==> src/rtl/mem_rmw_ctrl_pkg.sv <==
// Shared definitions for the load/store read-modify-write sequencer:
// access-size codes, FSM state encoding and the alignment rule.
package mem_rmw_ctrl_pkg;

    localparam logic [1:0] BHW_BYTE = 2'd0;
    localparam logic [1:0] BHW_HALF = 2'd1;
    localparam logic [1:0] BHW_WORD = 2'd2;
    localparam logic [1:0] BHW_ILL  = 2'd3;

    typedef enum logic [2:0] {
        ST_IDLE = 3'd0,
        ST_RD   = 3'd1,
        ST_CAP  = 3'd2,
        ST_MRG  = 3'd3,
        ST_WR   = 3'd4,
        ST_RSP  = 3'd5
    } state_e;

    // Size code 3 is never legal; halves need an even address, words a 4-byte boundary.
    function automatic logic is_misaligned(input logic [1:0] bhw, input logic [1:0] addr_lo);
        logic bad;
        case (bhw)
            BHW_BYTE: bad = 1'b0;
            BHW_HALF: bad = addr_lo[0];
            BHW_WORD: bad = (addr_lo != 2'b00);
            default:  bad = 1'b1;
        endcase
        return bad;
    endfunction

endpackage

==> src/rtl/mem_rmw_ctrl_if.sv <==
// Core-side request/response bundle of the read-modify-write sequencer.
interface mem_rmw_ctrl_if #(
    parameter int WIDTH  = 32,
    parameter int ADDR_W = 32
);
    // A request transfers on the rising edge where req_valid && req_ready; the
    // master holds all req_* stable until then. resp_valid is a one-cycle pulse
    // with no backpressure; resp_rdata/resp_err are meaningful while it is high.
    logic              req_valid;
    logic              req_ready;
    logic [ADDR_W-1:0] req_addr;
    logic              req_we;
    logic [1:0]        req_bhw;
    logic              req_sign;
    logic [WIDTH-1:0]  req_wdata;
    logic              resp_valid;
    logic [WIDTH-1:0]  resp_rdata;
    logic              resp_err;

    modport master (
        output req_valid, req_addr, req_we, req_bhw, req_sign, req_wdata,
        input  req_ready, resp_valid, resp_rdata, resp_err
    );

    modport slave (
        input  req_valid, req_addr, req_we, req_bhw, req_sign, req_wdata,
        output req_ready, resp_valid, resp_rdata, resp_err
    );

endinterface

==> src/rtl/mem_rmw_ctrl_lsu.sv <==
// Byte/half/word lane logic: extracts a load value from a RAM word and
// merges store data into it. Lane positions assume a 32-bit word.
module mem_rmw_ctrl_lsu
    import mem_rmw_ctrl_pkg::*;
#(
    parameter int WIDTH = 32
) (
    input  logic [1:0]       addr_lo_i,
    input  logic [WIDTH-1:0] word_i,
    input  logic [WIDTH-1:0] wdata_i,
    input  logic [1:0]       bhw_i,
    input  logic             sign_i,
    output logic [WIDTH-1:0] readdata_o,
    output logic [WIDTH-1:0] writedata_o
);

    logic [4:0]  byte_sh;
    logic [4:0]  half_sh;
    logic [7:0]  byte_v;
    logic [15:0] half_v;

    assign byte_sh = {addr_lo_i, 3'b000};
    assign half_sh = {addr_lo_i[1], 4'b0000};
    assign byte_v  = word_i[byte_sh +: 8];
    assign half_v  = word_i[half_sh +: 16];

    always_comb begin
        readdata_o  = word_i;
        writedata_o = word_i;
        case (bhw_i)
            BHW_BYTE: begin
                readdata_o = {{(WIDTH-8){sign_i & byte_v[7]}}, byte_v};
                writedata_o[byte_sh +: 8] = wdata_i[7:0];
            end
            BHW_HALF: begin
                readdata_o = {{(WIDTH-16){sign_i & half_v[15]}}, half_v};
                writedata_o[half_sh +: 16] = wdata_i[15:0];
            end
            BHW_WORD: begin
                readdata_o  = word_i;
                writedata_o = wdata_i;
            end
            default: begin
                readdata_o  = word_i;
                writedata_o = word_i;
            end
        endcase
    end

endmodule

==> src/rtl/mem_rmw_ctrl.sv <==
// Sequencer between a core load/store request and a 1-cycle-latency RAM:
// sub-word stores become read-modify-write, word stores write directly.
module mem_rmw_ctrl
    import mem_rmw_ctrl_pkg::*;
#(
    parameter int WIDTH  = 32,
    parameter int ADDR_W = 32
) (
    input  logic              clk,
    input  logic              rst_n,
    mem_rmw_ctrl_if.slave     bus,
    output logic [ADDR_W-1:0] lsu_addr_o,
    output logic [WIDTH-1:0]  lsu_data_o,
    output logic [WIDTH-1:0]  lsu_wdata_o,
    output logic [1:0]        lsu_bhw_o,
    output logic              lsu_sign_o,
    output logic              lsu_memwrite_o,
    output logic [WIDTH-1:0]  lsu_readdata_o,
    output logic [WIDTH-1:0]  lsu_writedata_o,
    output logic              mem_en_o,
    output logic              mem_we_o,
    output logic [ADDR_W-3:0] mem_addr_o,
    output logic [WIDTH-1:0]  mem_wdata_o,
    input  logic [WIDTH-1:0]  mem_rdata_i,
    output state_e            state_o
);

    state_e            state_q, state_d;
    logic [ADDR_W-1:0] addr_q;
    logic [WIDTH-1:0]  word_q;
    logic [WIDTH-1:0]  wdata_q;
    logic [1:0]        bhw_q;
    logic              sign_q;
    logic              we_q;
    logic [WIDTH-1:0]  rdata_q;
    logic              err_q;
    logic              accept;
    logic              misaligned;
    logic [WIDTH-1:0]  lsu_readdata;
    logic [WIDTH-1:0]  lsu_writedata;

    assign accept     = bus.req_valid && (state_q == ST_IDLE);
    assign misaligned = is_misaligned(bus.req_bhw, bus.req_addr[1:0]);

    mem_rmw_ctrl_lsu #(
        .WIDTH (WIDTH)
    ) u_lsu (
        .addr_lo_i   (addr_q[1:0]),
        .word_i      (word_q),
        .wdata_i     (wdata_q),
        .bhw_i       (bhw_q),
        .sign_i      (sign_q),
        .readdata_o  (lsu_readdata),
        .writedata_o (lsu_writedata)
    );

    always_ff @(posedge clk or negedge rst_n) begin
        if (!rst_n) begin
            state_q <= ST_IDLE;
            addr_q  <= '0;
            word_q  <= '0;
            wdata_q <= '0;
            bhw_q   <= BHW_BYTE;
            sign_q  <= 1'b0;
            we_q    <= 1'b0;
            rdata_q <= '0;
            err_q   <= 1'b0;
        end else begin
            state_q <= state_d;
            if (accept) begin
                addr_q  <= bus.req_addr;
                wdata_q <= bus.req_wdata;
                bhw_q   <= bus.req_bhw;
                sign_q  <= bus.req_sign;
                we_q    <= bus.req_we;
                err_q   <= misaligned;
            end
            if (state_q == ST_CAP) begin
                word_q <= mem_rdata_i;
            end
            // Only loads reach MRG, so stores leave the last load result intact.
            if (state_q == ST_MRG) begin
                rdata_q <= lsu_readdata;
                err_q   <= 1'b0;
            end
        end
    end

    always_comb begin
        state_d = state_q;
        case (state_q)
            ST_IDLE: begin
                if (bus.req_valid) begin
                    if (misaligned) begin
                        state_d = ST_RSP;
                    end else if (bus.req_we && (bus.req_bhw == BHW_WORD)) begin
                        state_d = ST_WR;
                    end else begin
                        state_d = ST_RD;
                    end
                end
            end
            ST_RD:   state_d = ST_CAP;
            ST_CAP:  state_d = we_q ? ST_WR : ST_MRG;
            ST_MRG:  state_d = ST_RSP;
            ST_WR:   state_d = ST_RSP;
            ST_RSP:  state_d = ST_IDLE;
            default: state_d = ST_IDLE;
        endcase
    end

    // Strobes come from the state register alone so reset drops them at once.
    always_comb begin
        bus.req_ready  = 1'b0;
        bus.resp_valid = 1'b0;
        mem_en_o       = 1'b0;
        mem_we_o       = 1'b0;
        case (state_q)
            ST_IDLE: bus.req_ready = 1'b1;
            ST_RD:   mem_en_o = 1'b1;
            ST_WR: begin
                mem_en_o = 1'b1;
                mem_we_o = 1'b1;
            end
            ST_RSP:  bus.resp_valid = 1'b1;
            default: ;
        endcase
    end

    assign bus.resp_rdata  = rdata_q;
    assign bus.resp_err    = err_q;
    assign lsu_addr_o      = addr_q;
    assign lsu_data_o      = word_q;
    assign lsu_wdata_o     = wdata_q;
    assign lsu_bhw_o       = bhw_q;
    assign lsu_sign_o      = sign_q;
    assign lsu_memwrite_o  = we_q;
    assign lsu_readdata_o  = lsu_readdata;
    assign lsu_writedata_o = lsu_writedata;
    assign mem_addr_o      = addr_q[ADDR_W-1:2];
    assign mem_wdata_o     = lsu_writedata;
    assign state_o         = state_q;

endmodule

==> src/flat_wrapper.sv <==
// flat-port wrapper written by rule: the top's interface ports become plain ports
module mem_rmw_ctrl_flat import mem_rmw_ctrl_pkg::*;
#(
    parameter int WIDTH  = 32,
    parameter int ADDR_W = 32
)
  (clk, rst_n, lsu_addr_o, lsu_data_o, lsu_wdata_o, lsu_bhw_o, lsu_sign_o, lsu_memwrite_o, lsu_readdata_o, lsu_writedata_o, mem_en_o, mem_we_o, mem_addr_o, mem_wdata_o, mem_rdata_i, state_o, bus_req_valid, bus_req_addr, bus_req_we, bus_req_bhw, bus_req_sign, bus_req_wdata, bus_req_ready, bus_resp_valid, bus_resp_rdata, bus_resp_err);
  mem_rmw_ctrl_if #(.WIDTH(WIDTH), .ADDR_W(ADDR_W)) bus_i ();
  input  logic clk;
  input  logic rst_n;
  output logic [ADDR_W-1:0] lsu_addr_o;
  output logic [WIDTH-1:0] lsu_data_o;
  output logic [WIDTH-1:0] lsu_wdata_o;
  output logic [1:0] lsu_bhw_o;
  output logic lsu_sign_o;
  output logic lsu_memwrite_o;
  output logic [WIDTH-1:0] lsu_readdata_o;
  output logic [WIDTH-1:0] lsu_writedata_o;
  output logic mem_en_o;
  output logic mem_we_o;
  output logic [ADDR_W-3:0] mem_addr_o;
  output logic [WIDTH-1:0] mem_wdata_o;
  input  logic [WIDTH-1:0] mem_rdata_i;
  output state_e state_o;
  input wire logic [$bits(bus_i.req_valid)-1:0] bus_req_valid;
  input wire logic [$bits(bus_i.req_addr)-1:0] bus_req_addr;
  input wire logic [$bits(bus_i.req_we)-1:0] bus_req_we;
  input wire logic [$bits(bus_i.req_bhw)-1:0] bus_req_bhw;
  input wire logic [$bits(bus_i.req_sign)-1:0] bus_req_sign;
  input wire logic [$bits(bus_i.req_wdata)-1:0] bus_req_wdata;
  output wire logic [$bits(bus_i.req_ready)-1:0] bus_req_ready;
  output wire logic [$bits(bus_i.resp_valid)-1:0] bus_resp_valid;
  output wire logic [$bits(bus_i.resp_rdata)-1:0] bus_resp_rdata;
  output wire logic [$bits(bus_i.resp_err)-1:0] bus_resp_err;
  assign bus_i.req_valid = bus_req_valid;
  assign bus_i.req_addr = bus_req_addr;
  assign bus_i.req_we = bus_req_we;
  assign bus_i.req_bhw = bus_req_bhw;
  assign bus_i.req_sign = bus_req_sign;
  assign bus_i.req_wdata = bus_req_wdata;
  assign bus_req_ready = bus_i.req_ready;
  assign bus_resp_valid = bus_i.resp_valid;
  assign bus_resp_rdata = bus_i.resp_rdata;
  assign bus_resp_err = bus_i.resp_err;
  mem_rmw_ctrl #(.WIDTH(WIDTH), .ADDR_W(ADDR_W)) u_core (.clk(clk), .rst_n(rst_n), .bus(bus_i), .lsu_addr_o(lsu_addr_o), .lsu_data_o(lsu_data_o), .lsu_wdata_o(lsu_wdata_o), .lsu_bhw_o(lsu_bhw_o), .lsu_sign_o(lsu_sign_o), .lsu_memwrite_o(lsu_memwrite_o), .lsu_readdata_o(lsu_readdata_o), .lsu_writedata_o(lsu_writedata_o), .mem_en_o(mem_en_o), .mem_we_o(mem_we_o), .mem_addr_o(mem_addr_o), .mem_wdata_o(mem_wdata_o), .mem_rdata_i(mem_rdata_i), .state_o(state_o));
endmodule
==> config.mk <==
export PLATFORM = sky130hd
export DESIGN_NAME = mem_rmw_ctrl_flat
export DESIGN_NICKNAME = d
export VERILOG_FILES = /design/src/rtl/mem_rmw_ctrl_pkg.sv /design/src/rtl/mem_rmw_ctrl_if.sv /design/src/rtl/mem_rmw_ctrl_lsu.sv /design/src/rtl/mem_rmw_ctrl.sv /design/src/flat_wrapper.sv
export SDC_FILE = /design/constraint.sdc
export NUM_CORES = 1
export LEC_CHECK = 0
export ABC_AREA = 1
export BUFFER_PORTS_ARGS = -buffer_cell sky130_fd_sc_hd__buf_4
export CORE_AREA = 5 5 141 143
export DETAILED_ROUTE_END_ITERATION = 10
export DIE_AREA = 0 0 146 148
export PLACE_DENSITY = 0.74
export SYNTH_ARGS = -nofsm -noshare
export SYNTH_HDL_FRONTEND = slang
export SYNTH_SLANG_ARGS = --single-unit
==> constraint.sdc <==
create_clock -name clk -period 2.6 [get_ports clk]
set_clock_uncertainty 0.2 [all_clocks]
set_input_delay 0.13 -clock clk [delete_from_list [all_inputs] [get_ports clk]]
set_output_delay 0.13 -clock clk [all_outputs]
set_load 0.01 [all_outputs]
==> metrics.cfg, run 1 <==
[cells_and_area]
register_area_mm2 = 0.003406
area_delta_synth_final_pct = 57.81
fin_nets = 1422
final_common_cell = buf_4
stdcell_count = 1560
diodes = 0
final_cell_mix = buf_4, nand2_1, dfrtp_1
nFillCells = 1520
multi_input_area_mm2 = 0.003246
utilization_pct = 64.29
fin_area_mm2 = 0.01187
drive_gt1_share_pct = 38.99

[power]
internal_power_mw = 9.901
peakVddDrop_uv = 734.1
p_leak_nw = 6.175
cellPowerDensity_mw_per_mm2 = 1543
netSwitchingPower_mw = 8.412
power_frac_clock_pct = 13.8
pwr-share-comb_pct = 62.6
switching_share_pct = 45.93
p_seq_share_pct = 23.7

[logic_synthesis]
syn_area_per_cell_um2 = 8.280
netlist_area_mm2 = 0.007518
ys_seq_area_share_pct = 45.27
synthCells = 908
synthArstFlopShare_pct = 100.0
yosys_warnings = 0
synth_ff_type = dfrtp_1
ys_ff_latch = 136
syn_nets = 1016
ys_types = 32
synth_edf_count = 0

[worst_setup_path]
worst_setup_path_start_kind = flip-flop
reg2reg_depth = 7
arrival_ns = 2.20
path_max_fanout = 7
r2r_start = u_core.state_o[2]$_DFFE_PN0P_
r2r-end = u_core.state_o[0]$_DFFE_PN0P_
end_kind = output port
worstSetupPathType = reg2out
required_ns = 2.27
reg2reg_slack_ns = 0.28

[die]
rows = 50
dieArea_mm2 = 0.02161
die_h_um = 148
pin_count = 369
die_w_um = 146
core-area_mm2 = 0.01846
initial_core_util_pct = 40.74

[route]
vias = 8056
viasPerCell = 5.164
detail_route.wirelength_mm = 31.11
route.detailed.drc = 0
drt_first_pass_iters = 6
wire_per_inst_um = 19.94
antenna_left = 0
initialDrtViolationCount = 574

[grt]
antenna_found_initial = 0
gr-total-overflow = 0
grt_pass1_wl_mm = 47.79
grt_pass1_vias = 8303
track_usage_pct = 28.17
grt_max_degree = 81

[sta]
worst_hold_slack_ns = 0.1497
timing.final.crit_share_pct = 97.30
finalSetupViolCount = 0
timing.final.ws_setup_ns = 0.07026
max_freq_mhz = 395.3
fin_crit_ns = 2.530
slew_violations = 0
hold_viol_final = 0
tightest_slew_ns = 1.037
rsz0062_at_grt = true
slew_headroom_pct = 30.76

[placement]
gp_congestion = 0.9539
dpl_cell_area_mm2 = 0.01011
hpwl_mm = 22.74
io_buffers = 368
dpl.cell_count = 1422
dpl_worst_slack_ns = 0.3825

[cts]
cts_buffer_depth = 2
cts_buffers = 17
clkLatencyLatePin_ns = 0.42
root_buffer = clkbuf_16
cts_tree = built
htree_levels = 4
cts.sinks = 136
clk_pin_slew_ns = 0.06

[status]
status = complete, no violations

[min_path]
hold_path_class = in2async

[flow_run]
maxCapViolCount = 0

## cell usage after synthesis, types with 2 or more instances
cell type,n,area (um^2)
nand2_1,296,1111
dfrtp_1,136,3403
o21ai_0,68,340.3
inv_1,64,240.2
buf_4,63,473.0
mux2_2,39,439.2
nand3_1,37,185.2
o22ai_1,25,156.4
nor2_1,22,82.58
a21oi_1,21,105.1
nand3_2,21,210.2
buf_2,19,95.09
clkbuf_1,19,71.32
a22oi_1,13,97.59
o211ai_1,11,82.58
mux2_1,9,101.4
o21ai_1,6,30.03
ha_1,5,62.56
inv_2,5,18.77
or2_2,4,25.02
buf_1,3,11.26
buf_6,3,33.78
nand2_2,3,18.77
nor3_1,3,15.01
o21a_1,3,22.52
nand2_4,2,22.52
nand4_1,2,12.51
o21ai_2,2,17.52
## power groups by stage
stage	Clock (mW)	Combinational [mW]	Sequential (mW)
after detailed placement	0	11.1	4.30
after global placement	0	10.9	4.28
after CTS	2.56	11.2	4.28
after global routing	2.65	12.3	4.46
final	2.52	11.5	4.33
after floorplan	0	5.78	4.35
## cells by family after synthesis
family	Yosys count	synth area share, %
buffers and inverters	176	12.55
DFF	136	45.27
adders and majority gates	5	0.8321
and+or+nand+nor	392	22.62
AOI/OAI and AO/OA	151	11.55
muxes	48	7.189
## routing by layer
| layer | GRT usage (%) | part of all wire [%] | vias up | wire, um |
|---|---|---|---|---|
| met5 | 0 | 0 | - | 0 |
| met4 | 9.690 | 2.8 | 0 | 866 |
| met3 | 8.216 | 8.2 | 56 | 2561 |
| met2 | 48.03 | 50 | 402 | 15420 |
| met1 | 34.31 | 39 | 3881 | 12260 |
| li1 | - | - | 3717 | - |
## critical path, cell delays in order, from the launching register on
cell	delay, ns
dfrtp_2	0.43
inv_4	0.10
ha_1	0.24
inv_1	0.12
nand4_1	0.18
o21ai_4	0.29
nand3_1	0.16
o21ai_2	0.11
buf_4	0.15
## area by class of cell
cell class | instances | area share, %
clock inverter | 13 | 1.424
clock buffer | 18 | 3.701
timing repair buffer | 494 | 34.15
sequential | 136 | 28.70
tap | 234 | 2.468
multi-input combinational | 596 | 27.35
inverter | 69 | 2.204
## how the worst max path moves through the flow
stage                                     startpoint                  to  slack, ns  cells after the start
finish              u_core.lsu_addr_o[1]$_DFFE_PN0P_  lsu_writedata_o[0]       0.07                      8
global route        u_core.lsu_addr_o[1]$_DFFE_PN0P_      mem_wdata_o[0]      -0.04                      8
CTS                 u_core.lsu_addr_o[1]$_DFFE_PN0P_  lsu_writedata_o[0]       0.02                      7
detailed placement   u_core.lsu_bhw_o[1]$_DFFE_PN0P_  lsu_writedata_o[0]       0.38                      6
global placement     u_core.lsu_bhw_o[1]$_DFFE_PN0P_      mem_wdata_o[0]       0.42                      6
floorplan           u_core.lsu_addr_o[1]$_DFFE_PN0P_     mem_wdata_o[14]       0.45                     10
## flip-flops by register name (all words and copies together) (netlist names)
register and count:
u_core.lsu_wdata_o 32, u_core.lsu_sign_o 1, u_core.lsu_data_o 32, u_core.lsu_bhw_o 2, u_core.bus.resp_err 1, u_core.bus.resp_rdata 32
u_core.lsu_addr_o 32, u_core.lsu_memwrite_o 1, u_core.state_o 3
## per-stage QoR
stage / TNS [ns] / power [mW]
final: 0 / 18.31
after global routing: -0.2393 / 19.45
after CTS: 0 / 18.08
after detailed placement: 0 / 15.37
after global placement: 0 / 15.20
after floorplan: 0 / 10.14
## what timing repair did
item / in CTS / in global routing
buffers inserted: 0 / 3
pin swaps: 0 / 2
hold buffers: 104 / 0
endpoints found under the setup margin: 15 / 62
endpoints found under the hold margin: 181 / 0
resized for setup: 2 / 21
(Power assumes the default switching activity.)
==> run 2: changes to the inputs <==
--- a/config.mk
+++ b/config.mk
@@ -10,7 +10,7 @@
 export CORE_AREA = 5 5 141 143
 export DETAILED_ROUTE_END_ITERATION = 10
 export DIE_AREA = 0 0 146 148
-export PLACE_DENSITY = 0.74
+export PLACE_DENSITY = 0.73
 export SYNTH_ARGS = -nofsm -noshare
 export SYNTH_HDL_FRONTEND = slang
 export SYNTH_SLANG_ARGS = --single-unit
==> run 2 against run 1 <==
Sequential cell count is the same. Final cell count is essentially flat. Sequential share of layout area is essentially flat. Die area is the same. Sequential power grew 1%. Register-to-register slack gained 0.31 ns. Largest power group unchanged. Highest routed layer unchanged.
==> metrics.cfg, run 2 (synthesized netlist as in run 1, its figures left out) <==
[die]
die_w_um = 146
rows = 50
dieArea_mm2 = 0.02161
die_h_um = 148
pin_count = 369
core-area_mm2 = 0.01846
initial_core_util_pct = 40.74

[route]
vias = 8048
detail_route.wirelength_mm = 31.20
drt_first_pass_iters = 6
wire_per_inst_um = 20.01
initialDrtViolationCount = 502
antenna_left = 0
viasPerCell = 5.162
route.detailed.drc = 0

[cts]
cts_buffer_depth = 2
clk_pin_slew_ns = 0.06
cts_buffers = 17
cts.sinks = 136
htree_levels = 4
clkLatencyLatePin_ns = 0.43
cts_tree = built
root_buffer = clkbuf_16

[worst_setup_path]
worst-path-buf-inv = 4
worstSetupPathType = reg2out
cp_slowest_cell = dfrtp_2
path_max_fanout = 7
path_cells = inv_4 > ha_2 > inv_2 > nand4_1 > o21ai_4 > buf_4 > nand3_1 > nand2_1 > buf_4
critPathTopFamily = buffers and inverters
required_ns = 2.27
worst_path_most_repeated_cell = buf_4
reg2reg_slack_ns = 0.59
cpPeakStageDelay_ns = 0.45
end_kind = output port
worst_setup_path_start_kind = flip-flop
arrival_ns = 2.26
reg2reg_depth = 9
cp.depth = 9

[power]
p_leak_nw = 6.174
power_frac_clock_pct = 14.3
p_seq_share_pct = 23.8
peakVddDrop_uv = 863.7
pwr-share-comb_pct = 62.0
netSwitchingPower_mw = 8.497
internal_power_mw = 9.937
cellPowerDensity_mw_per_mm2 = 1551
switching_share_pct = 46.09

[sta]
tightest_slew_ns = 1.046
slew_violations = 0
finalSetupTns_ns = 0
max_freq_mhz = 386.0
timing.final.ws_setup_ns = 0.009192
worst_hold_slack_ns = 0.0004629
timing.final.crit_share_pct = 99.65
rsz0062_at_grt = true
slew_headroom_pct = 30.18
fin_crit_ns = 2.591
hold_viol_final = 0
finalSetupViolCount = 0

[grt]
grt_max_degree = 66
grt_pass1_vias = 8311
gr-total-overflow = 0
grt_pass1_wl_mm = 48.05
antenna_found_initial = 0
track_usage_pct = 28.41

[placement]
dpl_worst_slack_ns = 0.2931
gp_congestion = 0.9157
hpwl_mm = 22.62
io_buffers = 368
dpl_cell_area_mm2 = 0.01009

[cells_and_area]
drive_gt1_share_pct = 39.47
utilization_pct = 64.41
fin_area_mm2 = 0.01189
fin_nets = 1420
final_cell_mix = buf_4, nand2_1, dfrtp_1
final_common_cell = buf_4
diodes = 0
area_delta_synth_final_pct = 58.10

[flow_run]
maxCapViolCount = 0

[min_path]
hold_path_class = in2async

[status]
status = complete, no violations

-- run 2: cell count changes in the layout (fill, tap and decap cells not counted), sizes merged --
cell	delta
inv	+2
dlygate4sd3	-2
clkbuf	+1
clkinv	-2
-- run 2: area by class of cell --
class	count	area, um^2
timing repair buffer	492	4001
inverter	69	264.0
sequential	136	3407
clock inverter	13	181.4
fill	1472	6569
multi-input combinational	596	3287
clock buffer	19	452.9
tap	234	292.8
-- run 2: stage by stage --
stage | std cells | total power, mW
floorplan | 908 | 10.14
global placement | 1423 | 15.14
detailed placement | 1423 | 15.30
CTS | 1557 | 18.15
global route | 1559 | 19.58
finish | 1559 | 18.43
-- run 2: layer usage --
| metal | vias up | part of all wire (%) | track usage (%) |
|---|---|---|---|
| li1 | 3728 | - | - |
| met1 | 3862 | 39 | 34.00 |
| met2 | 401 | 50 | 48.71 |
| met3 | 57 | 8.3 | 8.093 |
| met4 | 0 | 2.8 | 10.91 |
| met5 | - | 0 | 0 |
-- run 2: worst paths after layout --
| kind | from | to |
|---|---|---|
| max in group asynchronous | rst_n | u_core.lsu_wdata_o[13]$_DFFE_PN0P_ |
| setup reg to reg | u_core.lsu_addr_o[1]$_DFFE_PN0P_ | u_core.bus.resp_rdata[31]$_DFFE_PN0N_ |
| setup / recovery | u_core.lsu_addr_o[0]$_DFFE_PN0P_ | lsu_writedata_o[7] |
| hold reg to reg | u_core.bus.resp_rdata[17]$_DFFE_PN0N_ | u_core.bus.resp_rdata[17]$_DFFE_PN0N_ |
| min in group clk | mem_rdata_i[2] | u_core.lsu_data_o[2]$_DFFE_PN0N_ |
| hold / removal | rst_n | u_core.bus.resp_rdata[0]$_DFFE_PN0N_ |
-- run 2: power groups by stage --
| stage | Clock, mW | Sequential, mW | Combinational [mW] |
|---|---|---|---|
| finish | 2.63 | 4.38 | 11.4 |
| floorplan | 0 | 4.35 | 5.78 |
| global placement | 0 | 4.31 | 10.8 |
| global route | 2.76 | 4.51 | 12.3 |
| CTS | 2.66 | 4.32 | 11.2 |
| detailed placement | 0 | 4.33 | 11.0 |
-- run 2: timing repair --
action / CTS / global route
setup endpoints to repair: 57 / 76
resized for setup: 8 / 24
hold buffers: 102 / 0
hold endpoints to repair: 239 / 0
setup buffers: 0 / 2
pin swaps: 1 / 3
